==> config.mk <==
export PLATFORM = sky130hd
export DESIGN_NAME = ram_block_dp
export DESIGN_NICKNAME = d
export VERILOG_FILES = /design/src/rtl/ram_pkg.sv /design/src/rtl/ram_init_seq.sv /design/src/rtl/ram_block_dp.sv
export SDC_FILE = /design/constraint.sdc
export NUM_CORES = 1
export LEC_CHECK = 0
export BUFFER_PORTS_ARGS = -buffer_cell sky130_fd_sc_hd__buf_2
export CAP_MARGIN = 0
export CORE_AREA = 2 2 277 279
export DETAILED_ROUTE_END_ITERATION = 10
export DIE_AREA = 0 0 279 281
export PLACE_DENSITY = 0.72
export SYNTH_ARGS = -nofsm -noshare
export SYNTH_HDL_FRONTEND = slang
export SYNTH_SLANG_ARGS = --single-unit
==> constraint.sdc <==
create_clock -name CLK -period 5.6 [get_ports CLK]
set_input_delay 0.84 -clock CLK [delete_from_list [all_inputs] [get_ports CLK]]
set_output_delay 0.84 -clock CLK [all_outputs]
set_load 0.01 [all_outputs]
==> src/rtl/ram_pkg.sv <==
// Shared types and constants for the ram_block_dp slice.
// Pure definitions: no latency or flow control of its own.
package ram_pkg;

  typedef enum logic {
    ST_INIT  = 1'b0,
    ST_READY = 1'b1
  } state_e;

  localparam int RDW_OLD = 0;
  localparam int RDW_NEW = 1;

  function automatic int clog2(input int value);
    int r;
    r = 0;
    for (int i = 0; i < 31; i++) begin
      if ((1 << i) < value) r = i + 1;
    end
    return r;
  endfunction

endpackage

==> src/rtl/ram_init_seq.sv <==
// Post-reset zero-fill sequencer: walks init_addr 0..W-1, one word per cycle, busy for exactly W cycles.
// No backpressure: the user ports are simply locked out while busy is high.
module ram_init_seq
  import ram_pkg::*;
#(
  parameter int W           = 128,
  parameter int A_N         = 7,
  parameter int INIT_ON_RST = 1
) (
  input  logic           CLK,
  input  logic           RST_n,
  output logic           busy,
  output logic           init_we,
  output logic [A_N-1:0] init_addr
);

  localparam state_e         RST_STATE = (INIT_ON_RST != 0) ? ST_INIT : ST_READY;
  localparam logic           RST_BUSY  = (INIT_ON_RST != 0);
  localparam logic [A_N-1:0] LAST_ADDR = A_N'(W - 1);

  state_e         state_q, state_d;
  logic [A_N-1:0] cnt_q, cnt_d;
  logic           busy_q, busy_d;

  always_comb begin
    state_d = state_q;
    cnt_d   = cnt_q;
    busy_d  = busy_q;
    case (state_q)
      ST_INIT: begin
        cnt_d = cnt_q + A_N'(1);
        // Last word written this cycle: leave INIT and drop busy on the same edge.
        if (cnt_q == LAST_ADDR) begin
          state_d = ST_READY;
          busy_d  = 1'b0;
          cnt_d   = '0;
        end
      end
      ST_READY: begin
        busy_d = 1'b0;
      end
      default: begin
        state_d = ST_READY;
        busy_d  = 1'b0;
      end
    endcase
  end

  always_ff @(posedge CLK or negedge RST_n) begin
    if (!RST_n) begin
      state_q <= RST_STATE;
      cnt_q   <= '0;
      busy_q  <= RST_BUSY;
    end else begin
      state_q <= state_d;
      cnt_q   <= cnt_d;
      busy_q  <= busy_d;
    end
  end

  assign busy      = busy_q;
  assign init_we   = busy_q;
  assign init_addr = cnt_q;

endmodule

==> src/rtl/ram_block_dp.sv <==
// Simple-dual-port RAM with byte-lane writes, RD_LAT (1|2) read latency, selectable read-during-write result.
// No backpressure: one read result per cycle when streaming; requests are dropped while zero-fill is busy.
module ram_block_dp
  import ram_pkg::*;
#(
  parameter int W           = 128,
  parameter int N           = 8,
  parameter int A_N         = 7,
  parameter int BE_N        = N / 8,
  parameter int RD_LAT      = 1,
  parameter int RDW_MODE    = 0,
  parameter int INIT_ON_RST = 1
) (
  input  logic            CLK,
  input  logic            RST_n,
  input  logic            wr,
  input  logic [A_N-1:0]  addr_w,
  input  logic [N-1:0]    data_i,
  input  logic [BE_N-1:0] be,
  input  logic            rd,
  input  logic [A_N-1:0]  addr_r,
  input  logic            oe,
  output logic [N-1:0]    data_o,
  output logic            rd_valid,
  output logic            busy
);

  localparam logic [A_N:0] W_LIM = (A_N + 1)'(W);

  logic           init_we;
  logic [A_N-1:0] init_addr;

  ram_init_seq #(
    .W           (W),
    .A_N         (A_N),
    .INIT_ON_RST (INIT_ON_RST)
  ) u_init_seq (
    .CLK       (CLK),
    .RST_n     (RST_n),
    .busy      (busy),
    .init_we   (init_we),
    .init_addr (init_addr)
  );

  logic [N-1:0] mem_q [W];

  logic            wr_in_range, rd_in_range;
  logic            user_we, rd_fire;
  logic            mem_we;
  logic [A_N-1:0]  mem_addr;
  logic [N-1:0]    mem_dat;
  logic [BE_N-1:0] mem_be;
  logic [N-1:0]    rd_word;

  assign wr_in_range = {1'b0, addr_w} < W_LIM;
  assign rd_in_range = {1'b0, addr_r} < W_LIM;
  assign user_we     = wr && !busy && wr_in_range;
  assign rd_fire     = rd && !busy;

  // The zero-fill owns the write port while it runs.
  always_comb begin
    mem_we   = 1'b0;
    mem_addr = addr_w;
    mem_dat  = data_i;
    mem_be   = be;
    if (init_we) begin
      mem_we   = 1'b1;
      mem_addr = init_addr;
      mem_dat  = '0;
      mem_be   = '1;
    end else if (user_we) begin
      mem_we = 1'b1;
    end
  end

  always_ff @(posedge CLK) begin
    if (mem_we) begin
      for (int k = 0; k < BE_N; k++) begin
        if (mem_be[k]) mem_q[mem_addr][8*k +: 8] <= mem_dat[8*k +: 8];
      end
    end
  end

  always_comb begin
    rd_word = '0;
    if (rd_in_range) rd_word = mem_q[addr_r];
    // Write-first: overlay the lanes being written on this same edge.
    if ((RDW_MODE == RDW_NEW) && user_we && (addr_w == addr_r)) begin
      for (int k = 0; k < BE_N; k++) begin
        if (be[k]) rd_word[8*k +: 8] = data_i[8*k +: 8];
      end
    end
  end

  logic         stage_vld;
  logic [N-1:0] stage_dat;

  if (RD_LAT == 2) begin : g_lat2
    logic         p1_vld_q, p1_vld_d;
    logic [N-1:0] p1_dat_q, p1_dat_d;

    always_comb begin
      p1_vld_d = rd_fire;
      p1_dat_d = rd_fire ? rd_word : p1_dat_q;
    end

    always_ff @(posedge CLK or negedge RST_n) begin
      if (!RST_n) begin
        p1_vld_q <= 1'b0;
        p1_dat_q <= '0;
      end else begin
        p1_vld_q <= p1_vld_d;
        p1_dat_q <= p1_dat_d;
      end
    end

    assign stage_vld = p1_vld_q;
    assign stage_dat = p1_dat_q;
  end else begin : g_lat1
    assign stage_vld = rd_fire;
    assign stage_dat = rd_word;
  end

  logic         rd_valid_q, rd_valid_d;
  logic [N-1:0] data_q, data_d;

  always_comb begin
    rd_valid_d = stage_vld;
    data_d     = stage_vld ? stage_dat : data_q;
  end

  always_ff @(posedge CLK or negedge RST_n) begin
    if (!RST_n) begin
      rd_valid_q <= 1'b0;
      data_q     <= '0;
    end else begin
      rd_valid_q <= rd_valid_d;
      data_q     <= data_d;
    end
  end

  assign rd_valid = rd_valid_q;
  assign data_o   = oe ? '0 : data_q;

endmodule

==> results of run 1 <==
state kept, by name, indices dropped and copies added, names as in the netlist:
register	count
u_init_seq.init_addr	7
rd_valid	1
data_q	8
mem_q	1024
u_init_seq.busy	1
u_init_seq.state_q	1
final timing paths:
check                      cells after the start  slack, ns                                  end                                start
setup / recovery                               4       1.65              mem_q[113][6]$_DFFE_PP_          u_init_seq.busy$_DFFE_PN1P_
max in group asynchronous                      1       5.07          u_init_seq.busy$_DFFE_PN1P_                                RST_n
min in group CLK                               1       0.57  u_init_seq.init_addr[4]$_DFFE_PN0N_  u_init_seq.init_addr[4]$_DFFE_PN0N_
hold / removal                                 1       0.15  u_init_seq.init_addr[6]$_DFFE_PN0N_                                RST_n
hold reg to reg                                1       0.57  u_init_seq.init_addr[4]$_DFFE_PN0N_  u_init_seq.init_addr[4]$_DFFE_PN0N_
setup reg to reg                               4       1.65              mem_q[113][6]$_DFFE_PP_          u_init_seq.busy$_DFFE_PN1P_
power by group through the flow:
stage,clock network (µW),logic (µW),registers [µW]
floorplan,0,517,8770
global placement,0,787,8760
detailed placement,0,804,8760
CTS,6400,806,8600
global route,6680,855,8590
finish,6330,814,8600
final cells by class:
cell class | count | area (µm²) | share of cell area [%]
Sequential cell | 1042 | 31200 | 68.7
Multi-Input combinational cell | 955 | 9190 | 20.2
Clock buffer | 134 | 2710 | 5.97
Tap cell | 978 | 1220 | 2.70
Timing Repair Buffer | 86 | 682 | 1.50
Clock inverter | 49 | 345 | 0.761
Inverter | 12 | 45.0 | 0.0992
routing by layer:
layer | track usage, % | up-vias
li1 | - | 8862
met1 | 34.1 | 10844
met2 | 38.7 | 1228
met3 | 7.88 | 207
met4 | 8.02 | 10
met5 | 0 | -
cell families after synthesis:
family | after synthesis | share of synthesized area (%)
flip-flops | 1042 | 75.8
multiplexers | 366 | 14.2
AND/OR/NAND/NOR | 336 | 3.50
AO/OA/AOI/OAI | 247 | 4.31
buffers and inverters | 128 | 2.05
XOR/XNOR | 5 | 0.106
adder cells (fa/ha/maj) | 1 | 0.0304
placed cells by master (no fill, tap or decap), types with 31 or more instances in the layout:
cell type,n
mux2i_1,187
o21ai_0,31
nand2_1,86
mux4_2,174
clkbuf_16,101
nor2_1,163
buf_4,39
buf_2,35
edfxtp_1,1024
o22ai_1,61
o221ai_1,53
metrics by stage:
| stage | hold slack, ns | area (µm²) | instances |
|---|---|---|---|
| 5_1_grt | 0.165 | 45400 | 3256 |
| 3_5_place_dp | 0.546 | 42300 | 3072 |
| 6_report | 0.153 | 45400 | 3256 |
| 2_1_floorplan | 0.441 | 41200 | 2125 |
| 3_3_place_gp | 0.532 | 42300 | 3072 |
| 4_1_cts | 0.134 | 45400 | 3255 |
synth_stat cells, types with 3 or more instances:
| library cell | count |
|---|---|
| nor3_1 | 8 |
| buf_8 | 8 |
| o22ai_1 | 61 |
| mux2i_1 | 187 |
| a211oi_1 | 8 |
| mux2_2 | 5 |
| a311o_1 | 3 |
| o31ai_1 | 3 |
| nor4_1 | 3 |
| a21oi_1 | 22 |
| edfxtp_1 | 1024 |
| a22oi_1 | 6 |
| a2bb2oi_1 | 4 |
| a22o_1 | 3 |
| a32o_1 | 3 |
| mux4_2 | 174 |
| a31oi_1 | 14 |
| nor2b_1 | 17 |
| o211ai_1 | 5 |
| o221ai_1 | 53 |
| and2_1 | 21 |
| buf_6 | 24 |
| buf_2 | 20 |
| xnor2_1 | 4 |
| buf_4 | 10 |
| a2111oi_0 | 5 |
| a311oi_1 | 5 |
| inv_1 | 9 |
| clkbuf_1 | 45 |
| nor2_1 | 163 |
| a32oi_1 | 13 |
| dfrtp_1 | 17 |
| o32ai_1 | 3 |
| o221ai_2 | 3 |
| buf_1 | 7 |
| nand3_1 | 27 |
| o21ai_0 | 31 |
| nand2b_1 | 5 |
| nand2_1 | 87 |
critical path, cell delays in order (launching register included):
cell,delay (ns)
dfstp_2,0.96
inv_2,0.23
o32ai_1,0.72
nand3_2,0.73
nor2_1,0.93
==> run_results.csv, run 1 <==
group,metric,value,unit
final_layout,drive_above_1_share,18.4,%
clocking,hold_buffers,0,
clocking,cts_sinks,1042,
grt,grt_pass1_vias,21007,
sta,worst_pin_slew,1.19,ns
sta,setup_tns,0,ns
yosys,avgSynthCellArea,19.4,µm²
routing,postRouteWirelength,96600,µm
grt,grt_pass1_wl,141000,µm
routing,wl_per_cell,29.7,µm
floorplan,initial_core_util,54.6,%
routing,vias_per_cell,6.50,
power,p_clk_share,40.2,%
sta,fin_crit,3.95,ns
setup_path,end_kind,"flip-flop",
yosys,synth.distinct_cells,50,
power,netSwitchingFraction,21.3,%
yosys,syn_area,0.0412,mm²
sta,finalWorstSetupSlack,1.65,ns
clocking,cts-root-buf,"clkbuf_16",
yosys,ys_ff_latch,1042,
sta,drv_slew,0,
grt,antenna_found_initial,7,
status,outcome,"complete, no violations",
routing,wl_met2,45100,µm
clocking,htree_num_levels,3,
power,combPwrFrac,5.2,%
grt,grt_max_degree,129,
grt,gr-total-overflow,0,
routing,wl_met1,36700,µm
grt,grt_usage,25.0,%
setup_path,startpoint_type,"flip-flop",
floorplan,die_y,281,µm
floorplan,num_rows,101,
yosys,postSynthCellCount,2125,
clocking,clk_path_buf_depth,3,
yosys,seq_area_frac_synth,75.8,%
routing,first_iter_violations,3103,
sta,slew_headroom,20.3,%
power,power.total,15700,µW
clocking,post_cts_buffers,0,
run,cap_violations,0,
power,p_leak,0.0145,µW
routing,ant_nets,0,
sta,finClkSkew,0.0189,ns
power,pwr-share-seq,54.6,%
placement,globalplace.congestion,0.894,
placement,dp_hpwl,59900,µm
power,p_sw,3350,µW
routing,vias,21151,
final_layout,final.fill_count,5202,
sta,hold_viol,0,
final_layout,area_growth,10.3,%
routing,firstDrtPassIters,6,
power,internal_power,12400,µW
sta,fmax,253,MHz
setup_path,required,5.87,ns
yosys,ys_warn_count,0,
floorplan,io_pins,38,
yosys,synthDominantCellAreaShare,74.7,%
clocking,clk_latency,0.66,ns
setup_path,critPathMaxFanout,23,
clocking,ctsResizeCount,0,
yosys,async_flop_share,1.73,%
routing,met3_length,11600,µm
final_layout,antennaDiodeCount,0,
final_layout,postLayoutCoreUtil,60.2,%
floorplan,die-area,0.0784,mm²
clocking,cts_made_buffers,100,
sta,min_period_over_period,70.6,%
sta,rsz0062_at_grt,"false",
yosys,syn_nets,2154,
hold_path,hp-class,"input port to async pin",
floorplan,die_x,279,µm
routing,top_layer,"met5",
routing,drc,0,
placement,io_buffers,37,
sta,setup_violations,0,
floorplan,core,0.0754,mm²
clocking,cts_tree,"done",
power,power_density,347,mW/mm²
setup_path,cp_data_arrival_time,4.22,ns
setup_path,worstSetupPathType,"flip-flop to flip-flop",
yosys,synth_area_leaders,"edfxtp_1, mux4_2, mux2i_1",
final_layout,fin_nets,2226,
yosys,synth_edf_count,1024,
yosys,synth_flop_cell,"edfxtp_1",
yosys,synth_area_leader_cell,"edfxtp_1",
placement,dp_slack,1.47,ns
clocking,path_clk_slew,0.06,ns
power,peakVddDrop,256,µV
(Power assumes the default switching activity.)
==> inputs of run 2 (changes only) <==
- PLACE_DENSITY: 0.72 -> 0.75
- clock period: 5.6 -> 3.2 ns (I/O delays scaled with it)
==> run_results.csv, run 2 (synthesized netlist as in run 1, its figures left out) <==
group,metric,value,unit
routing,wl_per_cell,29.0,µm
routing,first_iter_violations,3169,
sta,hold_viol,0,
routing,ant_nets,0,
clocking,htree_num_levels,3,
floorplan,io_pins,38,
setup_path,cp_data_arrival_time,3.20,ns
sta,setup_violations,0,
clocking,cts_tree,"done",
power,pwr-share-seq,54.0,%
clocking,post_cts_buffers,0,
floorplan,die_x,279,µm
clocking,path_clk_slew,0.06,ns
clocking,clk_latency,0.68,ns
final_layout,postLayoutCoreUtil,61.9,%
setup_path,worstSetupPathType,"flip-flop to flip-flop",
placement,dp.cells,3220,
grt,antenna_found_initial,4,
sta,fmax,343,MHz
sta,worst_pin_slew,0.920,ns
grt,gr-total-overflow,0,
power,power_density,596,mW/mm²
run,cap_violations,0,
clocking,cts_made_buffers,101,
hold_path,hp-class,"input port to flip-flop",
power,p_leak,0.0154,µW
final_layout,drive_above_1_share,23.1,%
power,netSwitchingFraction,21.1,%
routing,vias_per_cell,6.45,
sta,rsz0062_at_grt,"false",
sta,slew_headroom,38.4,%
power,p_sw,5870,µW
sta,min_period_over_period,91.0,%
final_layout,instances_no_fill,3401,
placement,io_buffers,37,
sta,fin_crit,2.91,ns
placement,dp_hpwl,61900,µm
floorplan,initial_core_util,54.6,%
grt,grt_max_degree,129,
routing,vias,21930,
floorplan,die-area,0.0784,mm²
floorplan,die_y,281,µm
final_layout,fin_nets,2375,
final_layout,largest-register,"mem_q",
sta,finalWorstSetupSlack,0.287,ns
sta,setup_tns,0,ns
floorplan,core,0.0754,mm²
setup_path,end_kind,"flip-flop",
final_layout,final_common_cell,"edfxtp_1",
power,power.total,27900,µW
sta,drv_slew,0,
clocking,clk_path_buf_depth,3,
clocking,cts_sinks,1042,
routing,postRouteWirelength,98700,µm
final_layout,multi_input_area,0.00918,mm²
routing,drc,0,
power,peakVddDrop,510,µV
status,outcome,"complete, no violations",
power,p_clk_share,40.7,%
final_layout,final.fill_count,5002,
final_layout,final-seq-area,0.0312,mm²
grt,grt_usage,25.7,%
placement,globalplace.congestion,0.922,
grt,grt_pass1_vias,21885,
clocking,cts-root-buf,"clkbuf_16",
grt,grt_pass1_wl,146000,µm
setup_path,critPathMaxFanout,10,
power,combPwrFrac,5.3,%
final_layout,area_growth,13.5,%
setup_path,startpoint_type,"flip-flop",
placement,dp_slack,0.198,ns
sta,finClkSkew,0.0375,ns
setup_path,required,3.49,ns
final_layout,layout_common_cells,"edfxtp_1, mux2i_1, mux4_2, buf_4, nor2_1",
power,internal_power,22000,µW
floorplan,num_rows,101,
routing,firstDrtPassIters,6,
final_layout,largest_reg_flops,1024,
## run 2: cell count changes in the layout (fill, tap and decap cells not counted), sizes merged
cell | previous run | this run
bufinv | 3 | 8
buf | 85 | 233
inv | 14 | 18
diode | 0 | 1
clkinv | 39 | 37
clkbuf | 135 | 124
dlygate4sd3 | 0 | 1
clkinvlp | 5 | 4
## run 2: layout make-up
cell class                      count  area share (%)
Inverter                           12          0.0964
Sequential cell                  1042            66.8
Timing Repair Buffer              234            4.19
Antenna cell                        1         0.00536
Clock buffer                      124            5.62
Tap cell                          978            2.62
Clock inverter                     55            1.03
Multi-Input combinational cell    955            19.7
## run 2: critical path: stages, from the launching register on
cell	delay (ns)
dfstp_2	0.62
inv_2	0.15
o32ai_1	0.45
buf_4	0.21
nand2_1	0.31
nor2_1	0.79
## run 2: stage by stage
stage / area (µm²) / hold WS, ns
5_1_grt: 46700 / 0.294
3_5_place_dp: 43600 / 0.472
2_1_floorplan: 41200 / 0.184
3_3_place_gp: 43600 / 0.461
4_1_cts: 46700 / 0.269
6_report: 46700 / 0.298
## run 2: timing repair
action / 4_1_cts / 5_1_grt
hold buffers: 1 / 0
endpoints found under the hold margin: 17 / 0
resized for setup: 0 / 0
## run 2: path summary, 6_finish.rpt
kind                                                        to  cells after the start                                start  slack (ns)
hold / removal                          mem_q[13][6]$_DFFE_PP_                      2                            data_i[6]        0.30
setup reg to reg                        mem_q[44][1]$_DFFE_PP_                      5          u_init_seq.busy$_DFFE_PN1P_        0.29
max in group asynchronous  u_init_seq.init_addr[6]$_DFFE_PN0N_                      2                                RST_n        2.47
hold reg to reg            u_init_seq.init_addr[4]$_DFFE_PN0N_                      1  u_init_seq.init_addr[4]$_DFFE_PN0N_        0.57
setup / recovery                        mem_q[44][1]$_DFFE_PP_                      5          u_init_seq.busy$_DFFE_PN1P_        0.29
min in group asynchronous                   rd_valid$_DFF_PN0_                      2                                RST_n        0.32
## run 2: power groups by stage
| stage | logic (µW) | registers (µW) | clock network, µW |
|---|---|---|---|
| floorplan | 907 | 15300 | 0 |
| global placement | 1430 | 15300 | 0 |
| finish | 1490 | 15000 | 11300 |
| CTS | 1470 | 15000 | 11400 |
| detailed placement | 1460 | 15300 | 0 |
| global route | 1560 | 15000 | 12000 |
## run 2: routing by layer
layer	share of wire, %	track usage (%)	vias to the layer above
met2	48	40.4	1305
met1	38	36.0	11259
met3	11	5.64	209
li1	-	-	9155
met5	0.010	0	-
met4	3.2	8.71	2
==> inputs of run 3 (changes only) <==
- BUFFER_PORTS_ARGS: -buffer_cell sky130_fd_sc_hd__buf_2 -> not set
- DONT_BUFFER_PORTS: not set -> 1
==> run_results.csv, run 3 (synthesized netlist as in run 1, its figures left out) <==
group,metric,value,unit
final_layout,final_common_cell,"edfxtp_1",
grt,grt_use_met2,39.5,%
sta,setup_violations,0,
routing,wl_per_cell,29.4,µm
power,internal_power,22300,µW
final_layout,layout_common_cells,"edfxtp_1, mux2i_1, mux4_2",
routing,vias,21554,
power,pwr-share-seq,53.7,%
final_layout,largest_reg_flops,1024,
status,outcome,"complete, no violations",
floorplan,initial_core_util,54.6,%
setup_path,startpoint_type,"flip-flop",
placement,dp.cells,3147,
routing,first_iter_violations,3084,
grt,grt_usage,25.4,%
routing,drc,0,
power,combPwrFrac,4.1,%
clocking,cts_tree,"done",
clocking,clk_latency,0.67,ns
hold_path,hp-class,"input port to flip-flop",
floorplan,io_pins,38,
setup_path,slowest_delay,0.83,ns
final_layout,final_area,0.0463,mm²
final_layout,instances_no_fill,3338,
placement,placed_cell_area,0.0430,mm²
placement,globalplace.congestion,0.949,
clocking,cts-root-buf,"clkbuf_16",
grt,grt_max_degree,336,
setup_path,slowest_stage,"nor2_1",
floorplan,core,0.0754,mm²
clocking,cts_sinks,1042,
sta,hold_viol,0,
setup_path,path_cells,"inv_2 -> o32ai_1 -> buf_4 -> nand2_1 -> nor2_1",
routing,vias_per_cell,6.46,
final_layout,area_growth,12.5,%
power,p_leak,0.0151,µW
grt,grt_pass1_vias,21611,
grt,gr-total-overflow,0,
placement,dp_hpwl,59100,µm
setup_path,cp_data_arrival_time,3.21,ns
floorplan,num_rows,101,
routing,postRouteWirelength,98000,µm
final_layout,drive_above_1_share,21.3,%
final_layout,fin_nets,2304,
placement,dp_slack,0.0881,ns
setup_path,end_kind,"flip-flop",
floorplan,die_x,279,µm
power,p_clk_share,42.1,%
setup_path,cp_top_family,"simple AND/OR/NAND/NOR gates",
run,cap_violations,0,
sta,fmax,344,MHz
clocking,ctsResizeCount,0,
sta,min_period_over_period,91.0,%
sta,slew_headroom,22.0,%
clocking,clk_path_buf_depth,3,
clocking,cts_made_buffers,103,
power,peakVddDrop,395,µV
grt,top_usage_layer,"met2",
power,power_density,604,mW/mm²
power,p_sw,5670,µW
setup_path,required,3.50,ns
grt,grt_pass1_wl,145000,µm
power,netSwitchingFraction,20.3,%
sta,worst_pin_slew,1.14,ns
floorplan,die-area,0.0784,mm²
floorplan,die_y,281,µm
routing,ant_nets,0,
routing,firstDrtPassIters,7,
sta,fin_crit,2.91,ns
grt,antenna_found_initial,4,
sta,rsz0062_at_grt,"false",
sta,finClkSkew,0.0234,ns
sta,finalWorstSetupSlack,0.289,ns
setup_path,worstSetupPathType,"flip-flop to flip-flop",
setup_path,critPathMaxFanout,10,
final_layout,final-seq-area,0.0312,mm²
grt,use_met3,6.15,%
clocking,htree_num_levels,3,
final_layout,multi_input_area,0.00919,mm²
final_layout,largest-register,"mem_q",
placement,io_buffers,0,
clocking,path_clk_slew,0.06,ns
grt,grtUsageMet1,35.5,%
setup_path,path_buf_inv,2,
sta,drv_slew,0,
final_layout,final.fill_count,5036,
## run 3: cell types whose count changed in the layout (fill, tap and decap cells not counted), moves of 4 or more
| cell | previous run | this run |
|---|---|---|
| clkbuf_16 | 101 | 106 |
| clkinv_2 | 7 | 24 |
| buf_12 | 22 | 12 |
| clkinv_1 | 29 | 19 |
| buf_4 | 174 | 148 |
| inv_6 | 7 | 0 |
| buf_2 | 35 | 0 |
| clkinvlp_4 | 4 | 0 |
## run 3: worst paths after layout
kind	from	to	slack [ns]	depth (start not counted)
setup reg to reg	u_init_seq.busy$_DFFE_PN1P_	mem_q[45][5]$_DFFE_PP_	0.29	5
hold / removal	addr_r[5]	data_q[2]$_DFFE_PN0P_	0.12	2
max in group asynchronous	RST_n	data_q[4]$_DFFE_PN0P_	2.02	1
min in group asynchronous	RST_n	rd_valid$_DFF_PN0_	0.48	1
hold reg to reg	u_init_seq.init_addr[4]$_DFFE_PN0N_	u_init_seq.init_addr[4]$_DFFE_PN0N_	0.57	1
setup / recovery	u_init_seq.busy$_DFFE_PN1P_	mem_q[45][5]$_DFFE_PP_	0.29	5
## run 3: power by group through the flow
stage | Clock, µW | Sequential, µW | Combinational [µW]
2_1_floorplan | 0 | 15300 | 907
4_1_cts | 11900 | 15000 | 1140
6_report | 11800 | 15000 | 1160
3_3_place_gp | 0 | 15300 | 1100
5_1_grt | 12400 | 15000 | 1210
3_5_place_dp | 0 | 15300 | 1130
## run 3: what timing repair did
item,in CTS,in global routing
endpoints found under the setup margin,0,0
endpoints found under the hold margin,18,0
setup buffers,0,0
hold buffers,1,0
## run 3: per-layer routing
layer  up-vias  routed length [µm]
met3       211               10500
met1     11018               38000
met2      1300               46200
li1       9021                   -
met4         4                3240
met5         -                  71
## run 3: worst register-to-register path: stages, from the launching register on
cell and delay (ns):
dfstp_2 0.71, inv_2 0.16, o32ai_1 0.29, buf_4 0.20, nand2_1 0.35, nor2_1 0.83
## run 3: metrics by stage
| stage | TNS [ns] | hold slack [ns] | util (%) | power (µW) |
|---|---|---|---|---|
| after CTS | 0 | 0.0899 | 61.4 | 28000 |
| final | 0 | 0.124 | 61.4 | 28000 |
| after global routing | 0 | 0.121 | 61.4 | 28700 |
| after floorplan | -120.58 | 0.184 | - | 16200 |
| after detailed placement | 0 | 0.185 | 57.0 | 16500 |
| after global placement | 0 | 0.185 | 57.0 | 16400 |
## run 3: layout make-up
| class | instances | share of cell area, % |
|---|---|---|
| multi-input cells | 955 | 19.8 |
| repair buffers | 161 | 2.94 |
| clock inverters | 53 | 1.08 |
| flip-flops and latches | 1042 | 67.4 |
| diodes | 3 | 0.0162 |
| clock buffers | 134 | 6.02 |
| inverters | 12 | 0.0973 |
| well taps | 978 | 2.64 |
